$ cat src/rtl/pattern_timer_fsm.sv
// Serial command timer: finds PATTERN on x, shifts in a DLY_W-bit delay, times (delay+1)*CNT_UNIT cycles,
// then holds done until ack (or an optional ACK_TO timeout). All outputs are registered or decoded from state.
module pattern_timer_fsm #(
  parameter int               PAT_W    = 4,
  parameter logic [PAT_W-1:0] PATTERN  = 4'b1101,
  parameter int               DLY_W    = 4,
  parameter int               CNT_UNIT = 1000,
  parameter int               ACK_TO   = 0
) (
  input  logic             clk,
  input  logic             reset_n,
  input  logic             x,
  input  logic             ack,
  output logic             shift_ena,
  output logic             counting,
  output logic [DLY_W-1:0] count,
  output logic             done,
  output logic             timeout
);

  localparam int FILL_W = $clog2(PAT_W + 1);
  localparam int BIT_W  = $clog2(DLY_W + 1);
  localparam int UNIT_W = $clog2(CNT_UNIT + 1);
  localparam int WAIT_W = (ACK_TO > 0) ? $clog2(ACK_TO + 1) : 1;

  typedef enum logic [1:0] {IDLE, SHIFT, COUNT, WAIT} state_t;

  state_t             state, state_nxt;
  logic [PAT_W-1:0]   hist;
  logic [FILL_W-1:0]  fill;
  logic [DLY_W-1:0]   dly;
  logic [BIT_W-1:0]   bit_cnt;
  logic [UNIT_W-1:0]  unit_cnt;
  logic [WAIT_W-1:0]  wait_cnt;

  logic [PAT_W-1:0]   window;
  logic [DLY_W-1:0]   dly_shift;
  logic               match;
  logic               last_bit;
  logic               unit_wrap;
  logic               ack_expire;

  assign window    = PAT_W'({hist, x});
  assign dly_shift = DLY_W'({dly, x});
  // fill counts bits already held; the incoming bit completes the window
  assign match      = (fill >= FILL_W'(PAT_W - 1)) && (window == PATTERN);
  assign last_bit   = (bit_cnt == BIT_W'(DLY_W - 1));
  assign unit_wrap  = (unit_cnt == UNIT_W'(CNT_UNIT - 1));
  assign ack_expire = (ACK_TO > 0) && (wait_cnt == WAIT_W'(ACK_TO - 1));

  always_ff @(posedge clk or negedge reset_n) begin
    if (!reset_n) state <= IDLE;
    else          state <= state_nxt;
  end

  always_comb begin
    state_nxt = state;
    case (state)
      IDLE:    if (match)                    state_nxt = SHIFT;
      SHIFT:   if (last_bit)                 state_nxt = COUNT;
      COUNT:   if (unit_wrap && count == '0) state_nxt = WAIT;
      WAIT:    if (ack || ack_expire)        state_nxt = IDLE;
      default:                               state_nxt = IDLE;
    endcase
  end

  always_comb begin
    shift_ena = (state == SHIFT);
    counting  = (state == COUNT);
    done      = (state == WAIT);
  end

  always_ff @(posedge clk or negedge reset_n) begin
    if (!reset_n) begin
      hist     <= '0;
      fill     <= '0;
      dly      <= '0;
      bit_cnt  <= '0;
      unit_cnt <= '0;
      wait_cnt <= '0;
      count    <= '0;
      timeout  <= 1'b0;
    end else begin
      // ack on the expiry cycle suppresses the pulse
      timeout <= (state == WAIT) && !ack && ack_expire;

      if (state == IDLE) begin
        hist <= window;
        if (fill != FILL_W'(PAT_W)) fill <= fill + 1'b1;
      end else begin
        hist <= '0;
        fill <= '0;
      end

      if (state == SHIFT) begin
        dly     <= dly_shift;
        bit_cnt <= bit_cnt + 1'b1;
        if (last_bit) begin
          count    <= dly_shift;
          unit_cnt <= '0;
          bit_cnt  <= '0;
        end
      end else begin
        bit_cnt <= '0;
      end

      if (state == COUNT) begin
        if (unit_wrap) begin
          unit_cnt <= '0;
          if (count != '0) count <= count - 1'b1;
        end else begin
          unit_cnt <= unit_cnt + 1'b1;
        end
      end

      if (state == WAIT) wait_cnt <= wait_cnt + 1'b1;
      else               wait_cnt <= '0;
    end
  end

endmodule

$ cat config.mk
export PLATFORM = sky130hd
export DESIGN_NAME = pattern_timer_fsm
export DESIGN_NICKNAME = d
export VERILOG_FILES = /design/src/rtl/pattern_timer_fsm.sv
export SDC_FILE = /design/constraint.sdc
export NUM_CORES = 1
export LEC_CHECK = 0
export CAP_MARGIN = 20
export CORE_MARGIN = 1.5
export CORE_UTILIZATION = 50
export CTS_BUF_LIST = sky130_fd_sc_hd__clkbuf_8
export CTS_CLUSTER_SIZE = 16
export DETAILED_ROUTE_END_ITERATION = 6
export PLACE_DENSITY = 0.7
export SYNTH_ARGS = -nofsm -noshare
export SYNTH_HDL_FRONTEND = slang
export SYNTH_SLANG_ARGS = --single-unit
$ cat constraint.sdc
create_clock -name clk -period 4.8 [get_ports clk]
set_input_delay 0.96 -clock clk [delete_from_list [all_inputs] [get_ports clk]]
set_output_delay 0.96 -clock clk [all_outputs]
set_load 0.05 [all_outputs]
[Yosys cells after proc, flatten, opt, wreduce, memory -nomap -nowiden]
Index checks and enable logic that the tools add are counted.
Cells by class
  add/sub/neg operators: 4
  order comparisons: 1
  equality and inequality tests: 12
  multiplexer cells: 19
  reduce and logical (&&, ||, !) cells: 9
Operators with widths (number)
  $mux 10: 4
  $mux 4: 5
  $mux 3: 5
  $add 10x1->10 const B: 1
  $eq 10x10->1 const B: 1
  $mux 2: 4
  $pmux 2 s4: 1
  $add 3x1->3 const B: 2
  $ne 2x1->1 const B: 3
  $eq 2x2->1 const B: 2
  $eq 4x4->1 const B: 1
  $logic_not 4->1: 1
  $ne 2x2->1 const B: 2
  $reduce_and 4->1: 1
  $reduce_bool 2->1: 2
  $reduce_bool 4->1: 1
  $sub 4x1->4 const B: 1
  $eq 3x2->1 const B: 1
  $ge 3x2->1 const B: 1
  $ne 3x3->1 const B: 1
  $eq 2x1->1 const B: 1
  $logic_and 1x1->1: 2
  $logic_not 2->1: 1
  $reduce_and 2->1: 1
Storage, ports and cells
  register bits after elaboration: 28
  bits of input ports: 4
  output and inout bits: 8
  word-level logic and storage cells: 52

[Depth between registers and ports, before layout]
Gate-level depths: netlist (run 1).
  depth after elaboration: 6
  gate-level depth with buffers: 7
  mapped depth without buffers: 6

[Worst setup path before layout (run 1)]
Ideal clock, no wire load.
  path kind: flip-flop to flip-flop
  from: reg state[0]
  to: reg unit_cnt[7]
  setup time: 0.087 ns
  arrival time: 2.013 ns
  required time: 4.713 ns
  slack: 2.700 ns
  stages on the path, launching flop included: 6
  path buffers: 0
  clock period less this slack: 2.100 ns
  cells stage by stage: dfrtp_1 -> inv_1 -> ha_1 -> o2111ai_1 -> or4_1 -> o211ai_1
On the way
  word-level cells in the longest chain between the ends: 3
  elaborated cells on any way between the ends: 6
  classes of those cells: 2 x eq/ne; 1 x mux; 3 x reduce/logical
Ends and longest elaborated chain
  start, declared: RTL line 28  | state_t state, state_nxt;
  start signal, assigned: RTL line 53  | else state <= state_nxt;
  $eq 2x2->1 *
  net counting: RTL line 15  | output logic counting,
  $reduce_bool 2->1 (no line)
  $reduce_and 2->1 (no line)
  end signal, assigned: RTL line 112  | unit_cnt <= unit_cnt + 1'b1;
  end, declared: RTL line 33  | logic [UNIT_W-1:0] unit_cnt;
Mark *: on every way through the listed nets, which the timed path passes. The rest lies on a longest branch.
A chain may end at the register's enable or synchronous reset.

[Worst setup path in the final report (run 1)]
  from: reg state[0]
  to: out counting
On the way
  word-level cells in the longest chain between the ends: 1
Ends and longest elaborated chain
  $eq 2x2->1: RTL line 69  | counting = (state == COUNT);
  end, declared: RTL line 15
Every way passes these cells.

==> load_flow_metrics.sql, run 1 <==
INSERT INTO impl_metrics (metric_group, metric, value, unit) VALUES
('yosys', 'asyncSetResetFlopFracSynth', '100.0', '%'),
('placement', 'numPlacedInstances', '188', ''),
('setup_path', 'crit_arrival', '2.20', 'ns'),
('yosys', 'syn-instance-count', '150', ''),
('yosys', 'synthAdderAreaFrac', '9.121', '%'),
('die', 'core-area', '0.002805', 'sq mm'),
('detailed_routing', 'ant_nets', '0', ''),
('yosys', 'syn_nets', '165', ''),
('clock_network', 'cts_htree_levels', '1', ''),
('global_routing', 'grt_antenna_before_repair', '0', ''),
('die', 'die_span_in_y', '57.94', 'um'),
('timing', 'finalMaxSlewViolations', '0', ''),
('timing', 'timing_worst_slew_pin_value', '0.6909', 'ns'),
('yosys', 'ys.flop_type', 'dfrtp_1', ''),
('finish', 'number_of_antenna_cells_inserted', '0', ''),
('detailed_routing', 'post_drt_via_cell_ratio', '5.750', ''),
('global_routing', 'first_global_vias', '1128', ''),
('setup_path', 'cp-end-kind', 'primary output', ''),
('timing', 'fin_hold_ws', '0.4499', 'ns'),
('power_and_ir_drop', 'switching_power_of_the_nets', '92.56', 'uW'),
('detailed_routing', 'detail_route.first_pass.iterations', '6', ''),
('detailed_routing', 'detail_route.iter0.violations', '33', ''),
('timing', 'final-hold-violation-count', '0', ''),
('power_and_ir_drop', 'pwr-share-clk', '40.6', '%'),
('setup_path', 'reg2reg_slack', '2.55', 'ns'),
('global_routing', 'track_usage', '18.98', '%'),
('timing', 'setup_repair_after_global_routing_missed_its_margin', 'false', ''),
('setup_path', 'r2r_end', 'unit_cnt[7]$_DFFE_PN0P_', ''),
('yosys', 'yosys.area_share.simple', '18.57', '%'),
('timing', 'finalSetupTns', '0', 'ns'),
('die', 'site_rows', '19', ''),
('yosys', 'synth_compound_area_share', '14.68', '%'),
('clock_network', 'cts_root_buffer', 'clkbuf_8', ''),
('power_and_ir_drop', 'p_seq_share', '53.3', '%'),
('yosys', 'edff_count_synth', '0', ''),
('die', 'die-area', '0.003356', 'sq mm'),
('finish', 'drive_above_1_share', '8.075', '%'),
('global_routing', 'grt_first_pass_wirelength', '4.885', 'mm'),
('run_status', 'outcome', 'finished clean', ''),
('job', 'max_cap_viol_count', '0', ''),
('yosys', 'seq_area_frac_synth', '46.43', '%'),
('yosys', 'synth_area_leaders', 'dfrtp_1 46%, ha_1 9.1%, mux2_2 3.7%', ''),
('yosys', 'yosys_warnings', '0', ''),
('power_and_ir_drop', 'power_report.internal_total', '360.3', 'uW'),
('finish', 'fin_nets', '177', ''),
('clock_network', 'insertion_delay', '0.27', 'ns'),
('timing', 'timing.slew.headroom', '53.45', '%'),
('clock_network', 'tritoncts_clock_tree', 'done', ''),
('setup_path', 'timing.critical_path.fanout_max', '15', ''),
('finish', 'final.fill_count', '261', ''),
('timing', 'fmax', '316.7', 'MHz'),
('yosys', 'ys_types', '43', ''),
('detailed_routing', 'drc', '0', ''),
('setup_path', 'timing.critical_path.to', 'counting', ''),
('yosys', 'multiplexer_share_of_the_synthesized_area', '5.058', '%'),
('yosys', 'synth_top_area_cell', 'dfrtp_1', ''),
('power_and_ir_drop', 'powerDensity', '266.4', 'mW/mm^2'),
('placement', 'detailedPlacementHpwl', '2.041', 'mm'),
('detailed_routing', 'route.detailed.wl_per_inst', '14.38', 'um'),
('clock_network', 'cts_hold_buffers', '0', ''),
('finish', 'areaGrowthSynthToFinish', '12.69', '%'),
('setup_path', 'r2r_start', 'state[0]$_DFFE_PN0P_', ''),
('clock_network', 'post_cts.resized_instances', '0', ''),
('global_routing', 'grt_start_max_net_pins', '29', ''),
('power_and_ir_drop', 'power.leakage', '0.7477', 'nW'),
('finish', 'final_cell_count_no_fill', '192', ''),
('die', 'boundaryPins', '12', ''),
('clock_network', 'cts.clk_slew.worst_paths', '0.10', 'ns'),
('timing', 'timing.clock.skew', '0.003982', 'ns'),
('clock_network', 'post_cts_repair_timing_setup_buffer_count', '0', ''),
('yosys', 'synth_top_family_by_area', 'simple AND/OR/NAND/NOR gates', '');
==> per-layer routing <==
| layer | wire [um] | GRT usage [%] |
|---|---|---|
| met3 | 60 | 5.580 |
| met1 | 1312 | 22.92 |
| met5 | 0 | 0 |
| met2 | 1366 | 33.44 |
| met4 | 22 | 4.319 |
==> registers in the layout, indices dropped and copies added (netlist names) <==
register	cells
bit_cnt	3
hist	3
unit_cnt	10
state	2
count	4
fill	3
dly	3
==> synthesized netlist by cell type, drive strengths merged, types with 4 or more instances <==
| master | number |
|---|---|
| nand3 | 9 |
| or3 | 7 |
| nand2 | 12 |
| o21ai | 11 |
| a21oi | 6 |
| ha | 11 |
| mux2 | 5 |
| dfrtp | 28 |
| and2 | 5 |
| nor2 | 4 |
| inv | 12 |
==> power groups by stage <==
stage	logic (mW)	registers, mW	clock network [mW]
6_report	0.0274	0.241	0.184
5_1_grt	0.0300	0.242	0.197
4_1_cts	0.0283	0.242	0.189
3_5_place_dp	0.0281	0.246	0
3_3_place_gp	0.0274	0.246	0
2_1_floorplan	0.00935	0.252	0
==> layout make-up <==
| type | count | area, sq um | share of cell area [%] |
|---|---|---|---|
| Inverter | 12 | 45.04 | 2.649 |
| Multi-Input combinational cell | 106 | 737.0 | 43.34 |
| Clock buffer | 3 | 41.29 | 2.428 |
| Tap cell | 31 | 38.79 | 2.281 |
| Timing Repair Buffer | 11 | 107.6 | 6.328 |
| Sequential cell | 28 | 700.7 | 41.21 |
| Clock inverter | 1 | 30.03 | 1.766 |
==> worst min-delay path by stage <==
stage	from	depth (start not counted)	end	slack, ns
6_report	bit_cnt[0]$_DFF_PN0_	1	bit_cnt[0]$_DFF_PN0_	0.45
5_1_grt	bit_cnt[0]$_DFF_PN0_	1	bit_cnt[0]$_DFF_PN0_	0.47
4_1_cts	bit_cnt[0]$_DFF_PN0_	1	bit_cnt[0]$_DFF_PN0_	0.45
3_5_place_dp	bit_cnt[0]$_DFF_PN0_	1	bit_cnt[0]$_DFF_PN0_	0.44
3_3_place_gp	bit_cnt[0]$_DFF_PN0_	1	bit_cnt[0]$_DFF_PN0_	0.43
2_1_floorplan	bit_cnt[0]$_DFF_PN0_	1	bit_cnt[0]$_DFF_PN0_	0.41
==> cells by family after synthesis <==
group           count (synthesis)
other cells                     1
flops                          28
fa+ha+maj                      11
mux                             7
simple gates                   52
buf+inv                        16
xor+xnor                        2
compound gates                 33
==> stage by stage <==
| step | util, % | cell area [sq um] |
|---|---|---|
| 2_1_floorplan | - | 1509 |
| 3_3_place_gp | 58.07 | 1629 |
| 3_5_place_dp | 58.07 | 1629 |
| 4_1_cts | 60.62 | 1700 |
| 5_1_grt | 60.62 | 1700 |
| 6_report | 60.62 | 1700 |
==> critical path: stages (launching register included) <==
cell             delay (ns)
dfrtp_1                0.41
inv_1                  0.13
ha_1                   0.49
clkdlybuf4s50_1        0.90
==> cells in the final DEF (no fill, tap or decap), types with 2 or more instances in the layout <==
master and count:
dfrtp_1 28, inv_1 12, nand2_1 12, ha_1 11, o21ai_0 10, clkdlybuf4s50_1 10
nand3_1 9, or3_1 7, and2_1 5, a21oi_1 5, mux2_2 5, nor2_1 4
clkbuf_8 3, nand3b_1 2, mux2i_1 2, nand2b_1 2, nor3_1 2, a2bb2oi_1 2
or4_1 2, o211ai_1 2, a21boi_0 2, o31ai_1 2
Power figures use the tool's default switching activity.
==> run 2: changes to the inputs <==
Clock period 4.8 ns to 3.2 ns, I/O delays scaled along.
==> run 2 against run 1 <==
  * Global-route usage up 0.24 points
  * Die area unchanged
  * Sequential cell count unchanged
  * Routed wire length down 1.8%
  * First-iteration DRC count up 58%
  * Highest routed layer unchanged
  * Clock skew down 0.0027 ns
==> load_flow_metrics.sql, run 2 (same netlist as run 1, synthesis figures left out) <==
INSERT INTO impl_metrics (metric_group, metric, value, unit) VALUES
('setup_path', 'cp-end-kind', 'primary output', ''),
('worst_hold_path', 'hold_path_end', 'bit_cnt[0]$_DFF_PN0_', ''),
('clock_network', 'post_cts.resized_instances', '0', ''),
('placement', 'detailedPlacementHpwl', '2.062', 'mm'),
('die', 'die_span_in_y', '57.94', 'um'),
('global_routing', 'track_usage', '19.22', '%'),
('detailed_routing', 'route.met2.wl', '1.319', 'mm'),
('clock_network', 'cts_htree_levels', '1', ''),
('clock_network', 'tritoncts_clock_tree', 'done', ''),
('global_routing', 'grt.overflow.total', '0', ''),
('die', 'die-area', '0.003356', 'sq mm'),
('clock_network', 'post_cts_repair_timing_setup_buffer_count', '0', ''),
('power_and_ir_drop', 'powerDensity', '395.4', 'mW/mm^2'),
('setup_path', 'reg2reg_slack', '1.00', 'ns'),
('power_and_ir_drop', 'fin_total_pwr', '672.4', 'uW'),
('global_routing', 'grt_first_pass_wirelength', '5.085', 'mm'),
('global_routing', 'grt_start_max_net_pins', '29', ''),
('finish', 'most-common-layout-cells', '28 x dfrtp_1, 12 x inv_1, 12 x nand2_1', ''),
('run_status', 'outcome', 'finished clean', ''),
('setup_path', 'cp-start-kind', 'register', ''),
('timing', 'fmax', '353.4', 'MHz'),
('power_and_ir_drop', 'netSwitchingFraction', '19.63', '%'),
('placement', 'buffer_ports.inserted', '10', ''),
('worst_hold_path', 'worstHoldPathCells', '1', ''),
('clock_network', 'cts_hold_buffers', '0', ''),
('global_routing', 'grt_antenna_before_repair', '0', ''),
('die', 'core-area', '0.002805', 'sq mm'),
('timing', 'timing.clock.skew', '0.001330', 'ns'),
('setup_path', 'crit_arrival', '2.19', 'ns'),
('power_and_ir_drop', 'power_report.internal_total', '540.4', 'uW'),
('power_and_ir_drop', 'p_seq_share', '53.9', '%'),
('power_and_ir_drop', 'pwr-share-clk', '40.0', '%'),
('power_and_ir_drop', 'power.share.combinational', '6.1', '%'),
('timing', 'timing_worst_slew_pin_value', '0.6664', 'ns'),
('detailed_routing', 'route.detailed.wl_per_inst', '14.12', 'um'),
('setup_path', 'r2r_start', 'state[0]$_DFFE_PN0P_', ''),
('power_and_ir_drop', 'switching_power_of_the_nets', '132.0', 'uW'),
('detailed_routing', 'detail_route.first_pass.iterations', '6', ''),
('die', 'site_rows', '19', ''),
('detailed_routing', 'drc', '0', ''),
('finish', 'design_area', '0.001700', 'sq mm'),
('setup_path', 'r2r_end', 'unit_cnt[7]$_DFFE_PN0P_', ''),
('power_and_ir_drop', 'vdd.ir_drop.worst', '0.3346', 'mV'),
('detailed_routing', 'route.top_layer_used', 'met4', ''),
('timing', 'timing.slew.headroom', '55.11', '%'),
('worst_hold_path', 'min_from', 'bit_cnt[0]$_DFF_PN0_', ''),
('finish', 'register_name_with_the_most_flops', 'unit_cnt', ''),
('setup_path', 'setup.worst_path.class', 'register to primary output', ''),
('finish', 'drive_above_1_share', '8.075', '%'),
('die', 'start_util', '53.79', '%'),
('clock_network', 'numClockSinks', '28', ''),
('detailed_routing', 'routed-wl-met3', '86', 'um'),
('detailed_routing', 'route.layer.met1.wl', '1.291', 'mm'),
('finish', 'largest_register_ffs', '10', ''),
('finish', 'areaGrowthSynthToFinish', '12.69', '%'),
('timing', 'layout_min_cycle_time', '2.829', 'ns'),
('detailed_routing', 'post_drt_via_cell_ratio', '5.859', ''),
('timing', 'final-hold-violation-count', '0', ''),
('timing', 'timing.final.crit_share', '88.42', '%'),
('setup_path', 'crit_required', '2.56', 'ns'),
('timing', 'finalMaxSlewViolations', '0', ''),
('finish', 'number_of_antenna_cells_inserted', '0', ''),
('timing', 'finalSetupTns', '0', 'ns'),
('setup_path', 'timing.critical_path.fanout_max', '15', ''),
('timing', 'setup_viol', '0', ''),
('global_routing', 'first_global_vias', '1174', ''),
('timing', 'setup_repair_after_global_routing_missed_its_margin', 'false', ''),
('power_and_ir_drop', 'power.leakage', '0.7477', 'nW'),
('die', 'boundaryPins', '12', ''),
('worst_hold_path', 'hp-class', 'register to register', ''),
('finish', 'fin_nets', '177', ''),
('placement', 'routabilityCongestion', '0.8030', ''),
('finish', 'most_common_library_cell_in_the_layout_ignoring_fill_and_taps', 'dfrtp_1', ''),
('placement', 'post_dp_cell_area', '0.001629', 'sq mm'),
('die', 'fp.dieW', '57.94', 'um'),
('clock_network', 'number_of_clock_buffers_inserted_by_tritoncts', '3', ''),
('detailed_routing', 'ant_nets', '0', ''),
('clock_network', 'cts.clk_slew.worst_paths', '0.09', 'ns'),
('detailed_routing', 'routed-via-count', '1125', ''),
('clock_network', 'cts-root-to-sink-buffers', '2', ''),
('detailed_routing', 'wl', '2.711', 'mm'),
('job', 'max_cap_viol_count', '0', ''),
('detailed_routing', 'detail_route.iter0.violations', '52', ''),
('clock_network', 'cts_root_buffer', 'clkbuf_8', ''),
('finish', 'registers_with_the_most_flip_flops', 'unit_cnt: 10 flops, count: 4 flops', ''),
('setup_path', 'timing.reg2reg.worst_path_depth', '5', ''),
('clock_network', 'insertion_delay', '0.27', 'ns');
## run 2: cell counts in the layout (fill, tap and decap cells not counted)
Identical to the previous run, type by type.
## run 2: per-layer routing
metal  GRT usage [%]  vias to the layer above
met4           5.316                        0
li1                -                      555
met1           26.07                      550
met5               0                        -
met3           4.241                        2
met2           31.33                       18
## run 2: cell type report
| cell class | count | area, sq um |
|---|---|---|
| fill | 235 | 1105 |
| multi-input combinational | 106 | 737.0 |
| sequential | 28 | 700.7 |
| timing repair buffer | 11 | 107.6 |
| inverter | 12 | 45.04 |
| clock buffer | 3 | 41.29 |
| tap | 31 | 38.79 |
| clock inverter | 1 | 30.03 |
## run 2: power by group through the flow
stage	Sequential (mW)	Clock (mW)	Combinational, mW
after floorplan	0.377	0	0.0140
after global placement	0.369	0	0.0411
after detailed placement	0.369	0	0.0418
after CTS	0.362	0.280	0.0420
after global routing	0.363	0.290	0.0457
final	0.362	0.269	0.0413
## run 2: worst max-delay path: stages (launching register included)
cell and delay (ns):
dfrtp_1 0.41, inv_1 0.13, ha_1 0.48, clkdlybuf4s50_1 0.90
## run 2: metrics by stage
stage | hold slack [ns] | util (%) | std cells | setup WS, ns
after global routing | 0.4853 | 60.62 | 192 | 0.2293
after detailed placement | 0.4332 | 58.07 | 188 | 0.6539
final | 0.4454 | 60.62 | 192 | 0.3706
after CTS | 0.4508 | 60.62 | 192 | 0.3472
after floorplan | 0.3444 | - | 150 | 1.100
after global placement | 0.4258 | 58.07 | 188 | 0.7278
## run 2: worst max path at each step
stage	slack, ns	endpoint	start	depth (start not counted)
final	0.37	counting	state[0]$_DFFE_PN0P_	3
after global routing	0.23	counting	state[0]$_DFFE_PN0P_	3
after CTS	0.35	counting	state[0]$_DFFE_PN0P_	3
after detailed placement	0.65	counting	state[0]$_DFFE_PN0P_	3
after global placement	0.73	counting	state[0]$_DFFE_PN0P_	3
after floorplan	1.10	unit_cnt[7]$_DFFE_PN0P_	state[0]$_DFFE_PN0P_	5
==> run 3: changes to the inputs <==
--- a/config.mk
+++ b/config.mk
@@ -8,3 +8,3 @@
 export CAP_MARGIN = 20
-export CORE_MARGIN = 1.5
+export CORE_MARGIN = 2
 export CORE_UTILIZATION = 50
==> constraint.sdc (replaced) <==
create_clock -name clk -period 3.2 [get_ports clk]
set_input_delay 0.32 -clock clk [delete_from_list [all_inputs] [get_ports clk]]
set_output_delay 0.32 -clock clk [all_outputs]
set_load 0.05 [all_outputs]
==> run 3 against run 2 <==
  * The run now ends with DRC left
  * Critical path type unchanged
  * Final area fell by 0.96%
  * Critical endpoint unchanged
  * Sequential cell count did not move
  * Clock power fell by 21%
  * First-iteration DRC count fell by 62%
==> load_flow_metrics.sql, run 3 (same netlist as run 1, synthesis figures left out) <==
INSERT INTO impl_metrics (metric_group, metric, value, unit) VALUES
('run_status', 'outcome', 'finished, violations left', ''),
('run_status', 'failed_checks', 'DRC', ''),
('power_and_ir_drop', 'fin_total_pwr', '614.9', 'uW'),
('finish', 'most-common-layout-cells', '28 x dfrtp_1, 12 x inv_1, 12 x nand2_1', ''),
('global_routing', 'first_global_vias', '1128', ''),
('finish', 'largest_register_ffs', '10', ''),
('power_and_ir_drop', 'netSwitchingFraction', '21.45', '%'),
('clock_network', 'tritoncts_clock_tree', 'done', ''),
('finish', 'areaGrowthSynthToFinish', '11.61', '%'),
('detailed_routing', 'detail_route.first_pass.iterations', '6', ''),
('finish', 'regArea', '700.7', 'sq um'),
('clock_network', 'cts-root-to-sink-buffers', '2', ''),
('timing', 'layout_min_cycle_time', '2.541', 'ns'),
('detailed_routing', 'post_drt_via_cell_ratio', '5.807', ''),
('setup_path', 'crit_required', '2.88', 'ns'),
('die', 'core-area', '0.002805', 'sq mm'),
('die', 'die_span_in_y', '58.94', 'um'),
('power_and_ir_drop', 'power.share.combinational', '6.6', '%'),
('die', 'site_rows', '19', ''),
('job', 'max_cap_viol_count', '0', ''),
('power_and_ir_drop', 'powerDensity', '365.1', 'mW/mm^2'),
('setup_path', 'setup.worst_path.class', 'register to primary output', ''),
('die', 'fp.dieW', '58.94', 'um'),
('worst_hold_path', 'hp-class', 'input port to asynchronous set/reset pin', ''),
('global_routing', 'grt_first_pass_wirelength', '4.968', 'mm'),
('die', 'start_util', '53.79', '%'),
('finish', 'registers_with_the_most_flip_flops', 'unit_cnt: 10 flops, count: 4 flops', ''),
('timing', 'timing_worst_slew_pin_value', '0.6574', 'ns'),
('finish', 'final_cell_count_no_fill', '192', ''),
('timing', 'finalMaxSlewViolations', '0', ''),
('die', 'boundaryPins', '12', ''),
('finish', 'design_area', '0.001684', 'sq mm'),
('placement', 'routabilityCongestion', '0.7836', ''),
('die', 'die-area', '0.003473', 'sq mm'),
('power_and_ir_drop', 'power_report.internal_total', '483.0', 'uW'),
('timing', 'setup_viol', '0', ''),
('global_routing', 'grt_start_max_net_pins', '29', ''),
('detailed_routing', 'drc', '1', ''),
('clock_network', 'post_cts.resized_instances', '0', ''),
('timing', 'fmax', '393.6', 'MHz'),
('timing', 'timing.final.crit_share', '79.40', '%'),
('timing', 'fin_hold_ws', '0.4133', 'ns'),
('global_routing', 'grt.overflow.total', '0', ''),
('placement', 'numPlacedInstances', '188', ''),
('finish', 'multi_input_comb_area', '737.0', 'sq um'),
('finish', 'fin_nets', '177', ''),
('timing', 'timing.slew.headroom', '55.71', '%'),
('clock_network', 'cts_htree_levels', '1', ''),
('clock_network', 'insertion_delay', '0.27', 'ns'),
('finish', 'register_name_with_the_most_flops', 'unit_cnt', ''),
('finish', 'number_of_antenna_cells_inserted', '0', ''),
('clock_network', 'post_cts_repair_timing_setup_buffer_count', '0', ''),
('placement', 'post_dp_cell_area', '0.001629', 'sq mm'),
('finish', 'final.fill_count', '247', ''),
('clock_network', 'cts_hold_buffers', '0', ''),
('clock_network', 'numClockSinks', '28', ''),
('power_and_ir_drop', 'p_seq_share', '58.9', '%'),
('clock_network', 'cts.clk_slew.worst_paths', '0.09', 'ns'),
('clock_network', 'number_of_clock_buffers_inserted_by_tritoncts', '3', ''),
('setup_path', 'timing.critical_path.fanout_max', '15', ''),
('setup_path', 'cp-end-kind', 'primary output', ''),
('finish', 'most_common_library_cell_in_the_layout_ignoring_fill_and_taps', 'dfrtp_1', ''),
('detailed_routing', 'route.detailed.wl_per_inst', '13.89', 'um'),
('power_and_ir_drop', 'pwr-share-clk', '34.5', '%'),
('placement', 'buffer_ports.inserted', '10', ''),
('detailed_routing', 'wl', '2.667', 'mm'),
('finish', 'drive_above_1_share', '8.075', '%'),
('global_routing', 'track_usage', '18.59', '%'),
('power_and_ir_drop', 'power.leakage', '0.7408', 'nW'),
('timing', 'timing.clock.skew', '0.001513', 'ns'),
('timing', 'setup_repair_after_global_routing_missed_its_margin', 'false', ''),
('placement', 'detailedPlacementHpwl', '2.037', 'mm'),
('power_and_ir_drop', 'vdd.ir_drop.worst', '0.2044', 'mV'),
('power_and_ir_drop', 'switching_power_of_the_nets', '131.9', 'uW'),
('detailed_routing', 'routed-via-count', '1115', ''),
('detailed_routing', 'detail_route.iter0.violations', '20', ''),
('clock_network', 'cts_root_buffer', 'clkbuf_8', ''),
('setup_path', 'crit_arrival', '2.22', 'ns'),
('timing', 'final-hold-violation-count', '0', ''),
('global_routing', 'grt_antenna_before_repair', '0', ''),
('detailed_routing', 'ant_nets', '0', ''),
('setup_path', 'cp-start-kind', 'register', ''),
('timing', 'finalSetupTns', '0', 'ns');
[run 3: power by group through the flow]
stage	sequential (mW)	clock [mW]	combinational, mW
after floorplan	0.377	0	0.0140
after global placement	0.369	0	0.0409
after detailed placement	0.369	0	0.0416
after CTS	0.362	0.220	0.0416
after global routing	0.363	0.232	0.0450
final	0.362	0.212	0.0405
[run 3: through the flow]
step,utilization [%],setup WS [ns]
6_report,60.04,0.6593
2_1_floorplan,-,1.100
3_5_place_dp,58.07,0.9521
3_3_place_gp,58.07,1.038
4_1_cts,60.04,0.6497
5_1_grt,60.04,0.5419
[run 3: final timing paths]
path | start | endpoint | slack, ns | cells after the start
min in group clk | bit_cnt[0]$_DFF_PN0_ | bit_cnt[0]$_DFF_PN0_ | 0.45 | 1
setup / recovery | state[0]$_DFFE_PN0P_ | counting | 0.66 | 3
hold reg to reg | bit_cnt[0]$_DFF_PN0_ | bit_cnt[0]$_DFF_PN0_ | 0.45 | 1
hold / removal | reset_n | hist[2]$_DFF_PN0_ | 0.41 | 2
max in group asynchronous | reset_n | dly[0]$_DFFE_PN0P_ | 2.53 | 2
setup reg to reg | state[0]$_DFFE_PN0P_ | unit_cnt[7]$_DFFE_PN0P_ | 0.96 | 5
[run 3: routing by layer]
| metal | up-vias | part of all wire, % | GRT usage (%) |
|---|---|---|---|
| li1 | 560 | - | - |
| met1 | 535 | 47 | 24.82 |
| met2 | 17 | 49 | 31.43 |
| met4 | 0 | 0.37 | 3.247 |
| met3 | 3 | 3.5 | 4.176 |
| met5 | - | 0 | 0 |
[run 3: layout make-up]
class                           instances  share of cell area (%)
Inverter                               12                   2.675
Clock buffer                            4                   3.269
Tap cell                               31                   2.303
Timing Repair Buffer                   11                   6.389
Sequential cell                        28                   41.60
Multi-Input combinational cell        106                   43.76
[run 3: critical path, stage by stage (launching register included)]
cell             delay, ns
dfrtp_1               0.41
inv_1                 0.14
ha_1                  0.49
clkdlybuf4s50_1       0.91
